<file path="config.mk">
export PLATFORM = sky130hd
export DESIGN_NAME = merge8_pack
export DESIGN_NICKNAME = d
export VERILOG_FILES = /design/src/rtl/merge8_pack.sv
export SDC_FILE = /design/constraint.sdc
export NUM_CORES = 1
export LEC_CHECK = 0
export BUFFER_PORTS_ARGS = -buffer_cell sky130_fd_sc_hd__buf_2
export CAP_MARGIN = 20
export CORE_MARGIN = 4
export CORE_UTILIZATION = 45
export CTS_CLUSTER_DIAMETER = 120
export CTS_CLUSTER_SIZE = 12
export DETAILED_ROUTE_END_ITERATION = 12
export PLACE_DENSITY_LB_ADDON = 0.08
export REMOVE_ABC_BUFFERS = 1
export SKIP_LAST_GASP = 1
export SLEW_MARGIN = 40
export SYNTH_ARGS = -nofsm -noshare
export SYNTH_HDL_FRONTEND = slang
export SYNTH_SLANG_ARGS = --single-unit
</file>
<file path="constraint.sdc">
create_clock -name clk -period 3.4 [get_ports clk]
set_input_delay 0.68 -clock clk [delete_from_list [all_inputs] [get_ports clk]]
set_output_delay 0.68 -clock clk [all_outputs]
set_load 0.05 [all_outputs]
</file>
<file path="src/rtl/merge8_pack.sv">
// rtl/merge8_pack.sv - serial-to-parallel bit packer with a registered valid/ready word output
module merge8_pack #(
    parameter int WIDTH     = 8,
    parameter bit LSB_FIRST = 1'b1,
    localparam int CW       = $clog2(WIDTH)
) (
    input  logic             clk,
    input  logic             rst_n,
    input  logic             clr,
    input  logic             in_bit,
    input  logic             in_valid,
    output logic             in_ready,
    output logic [WIDTH-1:0] out_data,
    output logic             out_valid,
    input  logic             out_ready,
    output logic [CW-1:0]    fill_cnt
);

    localparam logic [CW-1:0] LAST = CW'(WIDTH - 1);

    logic [WIDTH-1:0] sr_q, sr_d;
    logic [CW-1:0]    fill_q, fill_d;
    logic [WIDTH-1:0] out_data_q, out_data_d;
    logic             out_valid_q, out_valid_d;
    logic [WIDTH-1:0] sr_shift;
    logic             in_acc;
    logic             at_last;

    generate
        if (LSB_FIRST) begin : g_lsb
            assign sr_shift = {in_bit, sr_q[WIDTH-1:1]};
        end else begin : g_msb
            assign sr_shift = {sr_q[WIDTH-2:0], in_bit};
        end
    endgenerate

    assign at_last  = (fill_q == LAST);
    // Only the word-completing bit can stall, and only while the output slot stays occupied.
    assign in_ready = !(at_last && out_valid_q && !out_ready);
    assign in_acc   = in_valid && in_ready;

    always_comb begin
        sr_d        = sr_q;
        fill_d      = fill_q;
        out_data_d  = out_data_q;
        out_valid_d = out_valid_q;
        if (out_valid_q && out_ready) begin
            out_valid_d = 1'b0;
        end
        if (clr) begin
            sr_d   = '0;
            fill_d = '0;
        end else if (in_acc) begin
            if (at_last) begin
                out_data_d  = sr_shift;
                out_valid_d = 1'b1;
                sr_d        = '0;
                fill_d      = '0;
            end else begin
                sr_d   = sr_shift;
                fill_d = fill_q + CW'(1);
            end
        end
    end

    always_ff @(posedge clk or negedge rst_n) begin
        if (!rst_n) begin
            sr_q        <= '0;
            fill_q      <= '0;
            out_data_q  <= '0;
            out_valid_q <= 1'b0;
        end else begin
            sr_q        <= sr_d;
            fill_q      <= fill_d;
            out_data_q  <= out_data_d;
            out_valid_q <= out_valid_d;
        end
    end

    assign out_data  = out_data_q;
    assign out_valid = out_valid_q;
    assign fill_cnt  = fill_q;

endmodule

</file>
==> results by group <==
Floorplanning
  • Core area: 0.001594 mm^2
  • Row Count: 14
  • Top Ports: 19
  • Initial Util: around 50%
  • Chip Height: approximately 50 um
  • Die ar.: roughly 0.0025 mm^2
  • Die width: between 50 and 60 um

GRT
  • Global-route wire length before repair: 2.166 mm
  • Pin count of the biggest net entering global routing: 20
  • GR Layer Usage met3: under 10%
  • Initial antenna violation count: 0
  • Met2 Usage GRT: between 15 and 20%
  • Number of global-route vias before repair: 505
  • GR Util met1: 16.00%
  • Gr ovfl total: 0
  • Busiest layer in global routing: met1
  • Global-route usage over all layers: a little under an eighth

Finish
  • ANT cells: 0
  • Syn-to-layout area delta: 18.55%
  • Fill cells: 148
  • # nets final: 83
  • Share of layout cells above drive strength 1: between 40 and 50%

Logic synthesis
  • Top cells by area, synth: dfrtp_1 (60%), mux2_2 (13%), a22o_1 (7.7%), a21oi_4 (4.1%), ha_1 (3.1%)
  • Post-Syn Area per Cell: 15.30 um^2
  • Cell taking the most area after synthesis: dfrtp_1
  • Distinct cell type count after synthesis: 13
  • Yosys top cell area share: between 50% and 60%
  • Synth top cells by count: dfrtp_1 (19), mux2_2 (9), a22o_1 (7)
  • Yosys warns: 0
  • Post-synth EDFFs: 0
  • Count of state elements after synthesis: 19
  • Post-Syn Area: ~800 um^2
  • Seq/Total Area, Yosys: between 50% and 60%
  • Ys async rst share: 100.0%
  • Cells after Synth: 52
  • Count leader, synth: dfrtp_1
  • Primary FF master, synth: dfrtp_1

Run status
  • Status: completed

Drt
  • DRT iter0 DRCs: 2
  • Final wirelength: approximately 1.2 mm
  • Number of detailed-route iterations in the first pass: 4
  • Via density: 5.143
  • Wire per inst: ~13 um
  • Vias: 504
  • Routed Antenna Nets: 0
  • Residual DRC: 0

STA
  • Slew Limit Fails: 0
  • Endpoints failing hold: 0
  • Min cycle time layout: about 2.4 ns
  • Worst-Margin Slew: slightly below 0.5 ns
  • RSZ-0062 raised after global routing: no
  • Setup ws final: 1.035 ns
  • Clock Skew: between 0.002 and 0.0025 ns
  • FMAX: 422.9 MHz
  • Max-slew headroom: 66.70%
  • Final worst-path cycle share: between 60% and 70%
  • Fin Setup TNS: 0 ns
  • Setup-failing EPs final: 0

Placement
  • GPL Wtd Cong: between 0.7 and 0.8
  • Port Buffers: 18
  • Dpl ws: 1.348 ns
  • DP HPWL: 928.2 um

Worst setup path
  • Nature of the critical path endpoint: output pin
  • Crit path kind: reg2out
  • CP Launch Type: flip-flop
  • Reg-to-reg startpoint: fill_cnt[1]
  • CP Data Arrival Time: 1.68 ns
  • Crit. Startpoint: fill_cnt[0]
  • Highest net fanout along the worst path: 5
  • Required @ worst endpoint: about 2.7 ns

Clock network
  • Worst skew pair latency: between 0.2 and 0.3 ns
  • CTS root buffer: clkbuf_4
  • Clock-pin transition on the worst setup and hold timing paths: 0.10 ns
  • CTS HTree Levels: 1
  • CTS Sinks: 19
  • Clk buf depth: 2
  • Post-CTS Setup Bufs: 0
  • Cts bufs inserted: 3
  • Post-CTS Resized: 0
  • CTS tree: built
  • Hold buffer count at CTS: 0

Power
  • Tot Pwr: 372.3 uW
  • PD cells: slightly below 400 mW/mm^2
  • Max IR drop VDD: between 0.0002 and 0.0003 V
  • Pleak: approximately 0.00051 uW

Run
  • Maxcap violations: 0

Worst hold path
  • Hold Crit Class: in2async
-- routing by layer --
metal / part of all wire (%) / vias up / routed length (um)
met2: 44 / 18 / 552
met3: 6.2 / 2 / 77
met5: 0 / - / 0
li1: - / 240 / -
met1: 49 / 244 / 606
met4: 0.72 / 0 / 9
-- path summary, 6_finish.rpt --
| check | depth (start not counted) | to | slack, ns |
|---|---|---|---|
| worst max register to register | 5 | out_data[1] | 1.74 |
| min in group clk | 1 | out_data[6] | 0.51 |
| max in group asynchronous | 1 | out_data[3] | 2.81 |
| worst min register to register | 1 | out_data[6] | 0.51 |
| worst max-delay path | 4 | in_ready | 1.04 |
| worst min-delay path | 1 | fill_cnt[2] | 0.30 |
-- flip-flops by register name, summed over array words and instances (netlist names) --
signal / cells
out_data: 8
sr_q: 7
fill_cnt: 3
out_valid: 1
-- cell usage in the layout (no fill, tap or decap), types with 3 or more instances in the layout --
cell type / Yosys / layout
dfrtp_1: 19 / 19
buf_2: 0 / 18
mux2_2: 9 / 9
a22o_1: 7 / 7
o21ai_0: 3 / 3
clkbuf_4: 0 / 3
-- through the flow --
stage	cells	util, %	instance area [um^2]	hold WS (ns)
floorplan	52	-	795.8	0.3844
global placement	94	57.46	915.9	0.4858
detailed placement	94	57.46	915.9	0.4913
CTS	98	59.18	943.4	0.3145
global route	98	59.18	943.4	0.3099
finish	98	59.18	943.4	0.3031
-- where the power goes --
| group | total [uW] | internal (uW) | switching [uW] |
|---|---|---|---|
| Combinational | 31.2 | 9.94 | 21.2 |
| Clock | 109 | 43.7 | 65.3 |
| Sequential | 232 | 229 | 2.81 |
| Total | 372 | 283 | 89.4 |
-- cells by family after synthesis --
group / Yosys count / synth area share [%]
compound gates: 12 / 13.68
fa+ha+maj: 2 / 3.144
buf+inv: 2 / 0.9437
flops: 19 / 59.75
mux: 9 / 12.74
simple gates: 8 / 9.749
-- cell type report --
cell class,instances,area (um^2),area share (%)
Multi-Input combinational cell,31,312.8,33.16
Clock inverter,1,5.005,0.5305
Clock buffer,3,22.52,2.387
Inverter,2,7.507,0.7958
Tap cell,24,30.03,3.183
Sequential cell,19,475.5,50.40
Timing Repair Buffer,18,90.09,9.549
-- critical path: stages, from the launching register on --
cell and delay (ns):
dfrtp_1 0.41, ha_1 0.20, ha_1 0.24, nand3b_1 0.23, buf_2 0.31
No activity file was read; power rests on OpenSTA's default activity.
